### src/rtl/i2s_audio_receiver_pkg.sv
// Audio Pmod shared definitions: sample widths, divider taps, stereo types.
// Used by the I2S receiver and the speaker controller.
package i2s_audio_receiver_pkg;

  localparam int AUDIO_DW         = 16;
  localparam int SCK_DIV_LOG2_DEF = 3;
  localparam int MCLK_BIT         = 1;

  function automatic int lrck_bit_f(
    input int dw,
    input int sck_log2
  );
    return sck_log2 + 1 + $clog2(dw);
  endfunction

  localparam int LRCK_BIT_DEF =
    lrck_bit_f(AUDIO_DW, SCK_DIV_LOG2_DEF);

  typedef logic signed [AUDIO_DW-1:0] sample_t;

  typedef struct packed {
    sample_t left;
    sample_t right;
  } stereo_t;

  typedef enum logic {
    CH_LEFT  = 1'b0,
    CH_RIGHT = 1'b1
  } chan_e;

endpackage

### src/rtl/i2s_clock_divider.sv
// Codec clock divider: mclk/sck/lrck taps, data capture strobe, slot index.
// Shared between the I2S receiver and the speaker controller.
module i2s_clock_divider
  import i2s_audio_receiver_pkg::*;
#(
  parameter int SCK_DIV_LOG2 = SCK_DIV_LOG2_DEF,
  parameter int LRCK_BIT     = LRCK_BIT_DEF
) (
  input  logic i_clk,
  input  logic i_rst,
  input  logic i_en,
  output logic o_mclk,
  output logic o_sck,
  output logic o_lrck,
  output logic o_capture,
  output logic [LRCK_BIT-SCK_DIV_LOG2-2:0] o_slot
);

  localparam int PH_W = SCK_DIV_LOG2 + 1;
  // two clk after sck rises gives the synchroniser time to settle
  localparam logic [PH_W-1:0] CAP_PHASE =
    PH_W'((1 << SCK_DIV_LOG2) + 2);

  logic [LRCK_BIT:0] r_cnt;

  always_ff @(posedge i_clk) begin
    if (i_rst || !i_en) begin
      r_cnt <= '0;
    end else begin
      r_cnt <= r_cnt + 1'b1;
    end
  end

  assign o_mclk    = r_cnt[MCLK_BIT];
  assign o_sck     = r_cnt[SCK_DIV_LOG2];
  assign o_lrck    = r_cnt[LRCK_BIT];
  assign o_slot    = r_cnt[LRCK_BIT-1:PH_W];
  assign o_capture = i_en &&
    (r_cnt[PH_W-1:0] == CAP_PHASE);

endmodule

### src/rtl/i2s_audio_receiver.sv
// I2S master receiver: drives codec clocks, deserialises the ADC stream
// and hands out one stereo pair per frame over valid/ready.
module i2s_audio_receiver
  import i2s_audio_receiver_pkg::*;
#(
  parameter int DATA_WIDTH   = AUDIO_DW,
  parameter int SCK_DIV_LOG2 = SCK_DIV_LOG2_DEF
) (
  input  logic                  clk,
  input  logic                  rst,
  input  logic                  en,
  input  logic                  audio_sdout,
  output logic                  audio_mclk,
  output logic                  audio_sck,
  output logic                  audio_lrck,
  output logic [DATA_WIDTH-1:0] sample_left,
  output logic [DATA_WIDTH-1:0] sample_right,
  output logic                  sample_valid,
  input  logic                  sample_ready,
  output logic                  overrun
);

  localparam int SLOT_W   = $clog2(DATA_WIDTH);
  localparam int LRCK_BIT = SCK_DIV_LOG2 + 1 + SLOT_W;

  logic              w_capture;
  logic              w_lrck;
  logic [SLOT_W-1:0] w_slot;

  i2s_clock_divider #(
    .SCK_DIV_LOG2 (SCK_DIV_LOG2),
    .LRCK_BIT     (LRCK_BIT)
  ) u_div (
    .i_clk     (clk),
    .i_rst     (rst),
    .i_en      (en),
    .o_mclk    (audio_mclk),
    .o_sck     (audio_sck),
    .o_lrck    (w_lrck),
    .o_capture (w_capture),
    .o_slot    (w_slot)
  );

  assign audio_lrck = w_lrck;

  logic r_sd_meta;
  logic r_sd_s;

  always_ff @(posedge clk) begin
    if (rst) begin
      r_sd_meta <= 1'b0;
      r_sd_s    <= 1'b0;
    end else begin
      r_sd_meta <= audio_sdout;
      r_sd_s    <= r_sd_meta;
    end
  end

  logic [DATA_WIDTH-2:0] r_shift;
  logic [DATA_WIDTH-1:0] r_left_stage;
  logic                  r_left_ok;
  logic [DATA_WIDTH-1:0] w_word;
  chan_e                 w_chan;
  logic                  w_slot0;
  logic                  w_left_done;
  logic                  w_pair_done;

  // slot 0 carries the LSB of the channel that just ended
  assign w_word      = {r_shift, r_sd_s};
  assign w_chan      = chan_e'(w_lrck);
  assign w_slot0     = (w_slot == '0);
  assign w_left_done = w_capture && w_slot0 &&
                       (w_chan == CH_RIGHT);
  assign w_pair_done = w_capture && w_slot0 &&
                       (w_chan == CH_LEFT) && r_left_ok;

  always_ff @(posedge clk) begin
    if (rst || !en) begin
      r_shift      <= '0;
      r_left_stage <= '0;
      r_left_ok    <= 1'b0;
    end else if (w_capture) begin
      r_shift <= w_word[DATA_WIDTH-2:0];
      if (w_left_done) begin
        r_left_stage <= w_word;
        r_left_ok    <= 1'b1;
      end
    end
  end

  logic [DATA_WIDTH-1:0] r_left;
  logic [DATA_WIDTH-1:0] r_right;
  logic                  r_valid;
  logic                  r_overrun;
  logic                  w_accept;
  logic                  w_blocked;

  assign w_accept  = r_valid && sample_ready;
  assign w_blocked = r_valid && !sample_ready;

  always_ff @(posedge clk) begin
    if (rst) begin
      r_left    <= '0;
      r_right   <= '0;
      r_valid   <= 1'b0;
      r_overrun <= 1'b0;
    end else if (w_pair_done && !w_blocked) begin
      r_left  <= r_left_stage;
      r_right <= w_word;
      r_valid <= 1'b1;
    end else if (w_pair_done) begin
      r_overrun <= 1'b1;
    end else if (w_accept) begin
      r_valid <= 1'b0;
    end
  end

  assign sample_left  = r_left;
  assign sample_right = r_right;
  assign sample_valid = r_valid;
  assign overrun      = r_overrun;

endmodule

### config.mk
export PLATFORM = sky130hd
export DESIGN_NAME = i2s_audio_receiver
export DESIGN_NICKNAME = d
export VERILOG_FILES = /design/src/rtl/i2s_audio_receiver_pkg.sv /design/src/rtl/i2s_clock_divider.sv /design/src/rtl/i2s_audio_receiver.sv
export SDC_FILE = /design/constraint.sdc
export NUM_CORES = 1
export LEC_CHECK = 0
export CAP_MARGIN = 20
export CELL_PAD_IN_SITES_DETAIL_PLACEMENT = 2
export CELL_PAD_IN_SITES_GLOBAL_PLACEMENT = 2
export CORE_ASPECT_RATIO = 0.7
export CORE_MARGIN = 2
export CORE_UTILIZATION = 34
export CTS_CLUSTER_SIZE = 24
export DETAILED_ROUTE_END_ITERATION = 8
export PLACE_DENSITY = 0.87
export SYNTH_ARGS = -nofsm -noshare
export SYNTH_HDL_FRONTEND = slang
export SYNTH_SLANG_ARGS = --single-unit
### constraint.sdc
create_clock -name clk -period 1.9 [get_ports clk]
set_input_delay 0.57 -clock clk [delete_from_list [all_inputs] [get_ports clk]]
set_output_delay 0.57 -clock clk [all_outputs]
set_load 0.01 [all_outputs]
# == Word-level counts from Yosys, hierarchy flattened ==
# Cells that the tools add are included.
# classes
add_sub_neg,1
mux,3
reduce_logical,17
eq_ne,2
bitwise_logic,2
# op_table
operator,count
$add 9x1->9 const B,1
$logic_and 1x1->1,8
$reduce_and 2->1,3
$eq 4x4->1 const B,1
$logic_not 4->1,1
$logic_not 1->1,3
$mux 1,3
$ne 2x1->1 const B,1
$not 1->1,2
$reduce_bool 2->1,1
$logic_or 1x1->1,1
# word_totals
in_bits,5
register_bits,77
wordCells,35
output_inout_bits,37

# == Logic depth before layout (Yosys ltp) ==
# Gate-level depths: netlist (run 1).
# logic_depth
word_depth,8
depth_mapped,8
ltp_nobuf,5

# == By module ==
# A second synthesis (run 1) with hierarchy kept.
# hier_totals
cells_unflattened,340
hier_area_um2,3164.3
# modules_own_cells
module,seq_area_each_um2,instances,area_per_inst_um2,cells_each
i2s_audio_receiver,1361.3,1,2747.6,294
i2s_clock_divider,180.2,1,416.6,46

# == Worst setup path after synthesis (run 1) ==
# OpenSTA, ideal clock, no wires.
# synth_path
kind,reg-to-reg
startpoint,register u_div.r_cnt[1]
endpoint,"register r_left[0], in the netlist sample_left[0]"
setup_ns,0.072
t_required_ns,1.828
path_stages_with_launch,8
synth_period_minus_slack_ns,1.614
path_slack_ns,0.286
n_path_buf,3
arrival_time_ns,1.542
cell_sequence,dfxtp_1 ha_1 and4b_1 buf_6 and4_4 buf_6 buf_12 mux2i_1
# synth_via
elab_chain_len,6
# synth_lines
element,line,rtl
"start, declared",i2s_clock_divider.sv:24,logic [LRCK_BIT:0] r_cnt;
"start signal, assigned",i2s_clock_divider.sv:30,r_cnt <= r_cnt + 1'b1;
$eq 4x4->1,i2s_clock_divider.sv:39,(r_cnt[PH_W-1:0] == CAP_PHASE);
$logic_and 1x1->1,i2s_clock_divider.sv:38,assign o_capture = i_en &&
$logic_and 1x1->1 (2 in series),i2s_audio_receiver.sv:74,assign w_pair_done = w_capture && w_slot0 &&
$logic_and 1x1->1,i2s_audio_receiver.sv:75,(w_chan == CH_LEFT) && r_left_ok;
$logic_and 1x1->1,i2s_audio_receiver.sv:107,end else if (w_pair_done && !w_blocked) begin
"end signal, assigned",i2s_audio_receiver.sv:108,r_left <= r_left_stage;
"end, declared",i2s_audio_receiver.sv:91,logic [DATA_WIDTH-1:0] r_left;
# Every way passes these cells.
# A chain may end at the register's enable or synchronous reset.

# == Final worst setup path (run 1) ==
# layout_path
startpoint,register u_div.r_cnt[1]
endpoint,output port audio_mclk
# layout_lines
element,line,rtl
"end, declared",i2s_audio_receiver.sv:13,"output logic audio_mclk,"
# No word-level cell between the ends.

==> impl_metrics.tcl, run 1 <==
set metrics [dict create \
    postSynthNetCount 343 \
    power_frac_clock 0.499 \
    rows 29 \
    numCtsBuffers 9 \
    cp_top_family "buffers and inverters" \
    fmaxAchievable_mhz 545 \
    multi_input_area_um2 1470 \
    fillCellCount 990 \
    ys_seq_area_frac 0.484 \
    critPathCaptureType "primary output" \
    num_io_pins 42 \
    cts_tree "done" \
    crit_chain "clkdlybuf4s50_1" \
    drt_wl_total_um 8640 \
    p_sw_frac 0.209 \
    insertion_delay_ns 0.34 \
    synth_cells 336 \
    busiest_layer "met2" \
    core_um2 9070 \
    ctsHoldBuffers 0 \
    fp.dieW_um 120 \
    grt_pass1_vias 2754 \
    syn_to_final_growth_pct 27.6 \
    regArea_um2 1540 \
    status "finished, final reports clean" \
    slew_headroom 0.753 \
    gp_congestion 0.693 \
    met3_usage 0.0484 \
    fp.dieH_um 85.0 \
    hold_ws_ns 0.458 \
    synth.largest_area_cell "dfxtp_1" \
    tightest_slew_ns 0.367 \
    fin_skew_ns 0.00495 \
    critPathLaunchType "register" \
    wl_per_cell_um 17.0 \
    vias 2437 \
    pre_cts_ws_ns -0.245 \
    worst_slack_ns 0.0664 \
    grtUsageMet1 0.209 \
    crit_type "reg -> out" \
    cp_slowest_cell "clkdlybuf4s50_1" \
    setup_viol 0 \
    nets 386 \
    cts_root_buf "clkbuf_16" \
    required_ns 1.33 \
    ys_top_cells_by_area "dfxtp_1, mux2i_1, nand2b_1, nand2_1, a21oi_1" \
    firstDrtPassIters 4 \
    r2r-start "u_div.r_cnt[5]" \
    critPathBufInv 1 \
    mostFrequentLayoutCells "dfxtp_1, nand2b_1, nand2_1" \
    ctsHtreeMaxLevel 3 \
    die_area_um2 10200 \
    final_common_cell "dfxtp_1" \
    power_mw 3.43 \
    path_max_fanout 5 \
    vias_per_cell 4.80 \
    synth_cell_types 25 \
    detail-route-antenna-nets 0 \
    hold_start "r_left_stage[7]" \
    p_leak_nw 1.40 \
    post-cts-setup-buffer-count 0 \
    rsz0062_at_grt "false" \
    initial_core_util 0.351 \
    p_seq_frac 0.473 \
    critical_path.max_stage_delay_ns 0.55 \
    period_minus_slack_ns 1.83 \
    internal_power_mw 2.71 \
    clock-sinks 77 \
    antenna_cells 0 \
    hp-class "reg -> reg" \
    clockBufferDepth 2 \
    hpwl_um 5870 \
    grt_max_degree 40 \
    combPwrFrac 0.027 \
    power_density_nw_per_um2 844 \
    ys_seq_elements 77 \
    drtIter0Drc 103 \
    finalHoldViolCount 0 \
    gr-usage-all-layers 0.181 \
    antenna_found_initial 0 \
    power.switching_mw 0.717 \
    synth_top_cell_area_share 0.484 \
    clk_pin_slew_ns 0.06 \
    worstPathArrival_ns 1.26 \
    grt_pass1_wl_um 14200 \
    layout_worst_path_cycle_share 0.965 \
    yosysWarnings 0 \
    drc 0 \
    max_cap_viol_count 0 \
    max-vdd-ir-drop_mv 0.428 \
    setup.worst_path.start "u_div.r_cnt[1]" \
    numPortBuffers 41 \
    grt.overflow.total 0 \
    final.setup.tns_ns 0 \
    drive_above_1_share 0.0885 \
    syn_avg_cell_area_um2 9.48 \
    synthesis.area_um2 3180 \
    finalMaxSlewViolations 0 \
    gr-usage-met2 0.330 \
]
## power by group through the flow
stage	clock [mW]	sequential (mW)	combinational (mW)
global placement	0	1.66	0.0894
finish	1.71	1.62	0.0935
detailed placement	0	1.66	0.0935
CTS	1.75	1.62	0.0947
floorplan	0	1.66	0.0531
global route	1.82	1.62	0.101
## registers in the layout, summed over array words and instances, names as in the netlist
register and count:
u_div.r_cnt 9, r_shift 15, r_sd_meta 1, sample_valid 1, r_sd_s 1, sample_right 16, r_left_stage 16, sample_left 16
overrun 1, r_left_ok 1
## Yosys cell counts (all sizes together)
cell,n
ha,2
xnor2,2
a21oi,21
and4,1
inv,4
nand4,1
clkbuf,16
nand2b,67
o21ai,3
o31ai,2
xor2,1
nand3,5
nand2,63
buf,7
nor2,5
and4b,1
nand4b,1
nor4,1
or3,3
mux2i,48
dfxtp,77
or4,1
nor2b,4
## metal layers
layer / share of wire / wire (um) / vias up
met2: 0.52 / 4460 / 39
li1: - / - / 1177
met1: 0.44 / 3780 / 1213
met3: 0.033 / 282 / 8
met5: 0 / 0 / -
met4: 0.013 / 113 / 0
## final cells by class
cell class              instances  area share
clock buffers                  10      0.0588
clock inverters                 6      0.0154
inverters                       4     0.00370
multi-input cells             232       0.362
flip-flops and latches         77       0.380
well taps                     124      0.0382
repair buffers                 55       0.143
## kinds of logic after synthesis
kind of cell,synth area share
AOI/OAI and AO/OA,0.0424
xor gates and xnor gates,0.00825
adders and majority gates,0.00786
buffers and inverters,0.0554
DFF,0.484
muxes,0.151
and+or+nand+nor,0.251
## worst paths after layout
check / endpoint / slack (ns) / cells past startpoint
hold / removal: r_left_stage[7] / 0.46 / 2
setup / recovery: audio_mclk / 0.07 / 1
setup reg to reg: sample_right[4] / 0.28 / 4
hold reg to reg: r_left_stage[7] / 0.46 / 2
## stage by stage
| stage | util | std cells | instance area (um2) |
|---|---|---|---|
| 2_1_floorplan | - | 336 | 3180 |
| 3_3_place_gp | 0.414 | 492 | 3760 |
| 3_5_place_dp | 0.414 | 492 | 3760 |
| 4_1_cts | 0.448 | 508 | 4060 |
| 5_1_grt | 0.448 | 508 | 4060 |
| 6_report | 0.448 | 508 | 4060 |
## what timing repair did
action / 4_1_cts / 5_1_grt
pin swaps: 0 / 0
gates cloned: 0 / 0
gates resized for setup: 2 / 1
endpoints found under the setup margin: 2 / 1
(Power assumes the default switching activity.)
==> run 2: changes to the inputs <==
Settings changed: CORE_UTILIZATION 34 to 31, PLACE_DENSITY 0.87 to 0.84.
Clock period 1.9 ns to 1.61 ns, I/O delays scaled along.
==> impl_metrics.tcl, run 2 (synthesis gave the netlist of run 1 again) <==
set metrics [dict create \
    status "finished, final reports clean" \
    hold_ws_ns 0.459 \
    gp_congestion 0.735 \
    required_ns 1.87 \
    grt_max_degree 32 \
    setup_viol 0 \
    tightest_slew_ns 0.248 \
    core_um2 9830 \
    slew_headroom 0.833 \
    period_minus_slack_ns 1.60 \
    ctsHtreeMaxLevel 3 \
    critical_path.max_stage_delay_ns 0.37 \
    fp.dieW_um 125 \
    final_common_cell "dfxtp_1" \
    drc 0 \
    critPathCaptureType "register" \
    postLayoutCellArea_um2 4240 \
    vias 2489 \
    antenna_found_initial 0 \
    cts_tree "done" \
    max_cap_viol_count 0 \
    hp-class "reg -> reg" \
    fin_skew_ns 0.0133 \
    fmaxAchievable_mhz 624 \
    numPortBuffers 41 \
    path_max_fanout 5 \
    power_density_nw_per_um2 911 \
    critPathLaunchType "register" \
    place_area_um2 3830 \
    clk_pin_slew_ns 0.06 \
    insertion_delay_ns 0.35 \
    drive_above_1_share 0.141 \
    worst_slack_ns 0.00856 \
    antenna_cells 0 \
    crit_chain "ha_4, and4b_1, and4_4, buf_4, buf_12, mux2i_1" \
    grt_pass1_wl_um 14700 \
    cts_root_buf "clkbuf_16" \
    detail-route-antenna-nets 0 \
    layout_worst_path_cycle_share 0.995 \
    finalHoldViolCount 0 \
    critPathBufInv 2 \
    cp_top_family "simple AND/OR/NAND/NOR gates" \
    mostFrequentLayoutCells "dfxtp_1, nand2b_1, nand2_1" \
    finalMaxSlewViolations 0 \
    worstPathArrival_ns 1.86 \
    syn_to_final_growth_pct 33.1 \
    vias_per_cell 4.73 \
    cp_slowest_cell "dfxtp_4" \
    numCtsBuffers 9 \
    drtIter0Drc 68 \
    grt.overflow.total 0 \
    num_io_pins 42 \
    nets 401 \
    rsz0062_at_grt "true" \
    hpwl_um 5960 \
    grt_pass1_vias 2836 \
    drt_wl_total_um 9260 \
    wl_per_cell_um 17.6 \
    die_area_um2 11100 \
    rows 30 \
    clockBufferDepth 2 \
    p_leak_nw 1.65 \
    initial_core_util 0.324 \
    pre_cts_ws_ns -0.472 \
    fillCellCount 1056 \
    fp.dieH_um 88.8 \
    crit_type "reg -> reg" \
    power_mw 3.86 \
    max-vdd-ir-drop_mv 0.425 \
    gr-usage-all-layers 0.175 \
    clock-sinks 77 \
    ctsHoldBuffers 0 \
    firstDrtPassIters 4 \
]
## run 2: changes by cell type in the layout (fill, tap and decap cells not counted), moves of 3 or more
cell	previous run	this run
mux2i_1	48	43
mux2i_4	0	3
dlygate4sd2_1	1	37
buf_4	9	19
clkdlybuf4s50_1	39	3
## run 2: final cells by class
cell class              instances  area [um2]  share of cell area
multi-input cells             232        1550               0.365
clock inverters                 4        26.3             0.00620
well taps                     128         160              0.0378
flip-flops and latches         77        1550               0.365
repair buffers                 70         709               0.167
inverters                       4        15.0             0.00354
clock buffers                  11         233              0.0549
## run 2: path summary, 6_finish.rpt
check / slack (ns) / start / to / cells after the start
hold reg to reg: 0.46 / r_sd_meta / r_sd_s / 1
hold / removal: 0.46 / r_sd_meta / r_sd_s / 1
setup / recovery: 0.009 / u_div.r_cnt[1] / sample_right[3] / 6
setup reg to reg: 0.009 / u_div.r_cnt[1] / sample_right[3] / 6
## run 2: stage by stage
step / utilization / setup TNS [ns] / std cells
4_1_cts: 0.419 / -0.222 / 521
5_1_grt: 0.431 / -0.622 / 526
2_1_floorplan: - / 0 / 336
3_3_place_gp: 0.389 / -15.88 / 503
3_5_place_dp: 0.389 / -21.72 / 503
6_report: 0.431 / 0 / 526
## run 2: where the power goes
part / total, mW / internal, mW / switching [mW]
combinational: 0.131 / 0.0701 / 0.0611
clock: 1.81 / 1.03 / 0.782
sequential: 1.91 / 1.91 / 0.00378
## run 2: layer usage
| metal | wire, um | vias to the layer above | track usage |
|---|---|---|---|
| met5 | 0 | - | 0 |
| met4 | 53 | 0 | 0.0455 |
| met3 | 333 | 7 | 0.0659 |
| met2 | 4900 | 30 | 0.327 |
| met1 | 3970 | 1242 | 0.192 |
| li1 | - | 1210 | - |
## run 2: repair_timing
action / in CTS / in global routing
setup buffers: 1 / 5
gates cloned: 2 / 0
resized for setup: 41 / 17
endpoints found under the setup margin: 70 / 35
pin swaps: 2 / 1
==> run 3: changes to the inputs <==
Settings changed: CAP_MARGIN 20 to unset, CTS_CLUSTER_SIZE 24 to unset.
==> results of run 3 <==
Same layout as run 2: the final DEF is identical, and so are final timing and power.
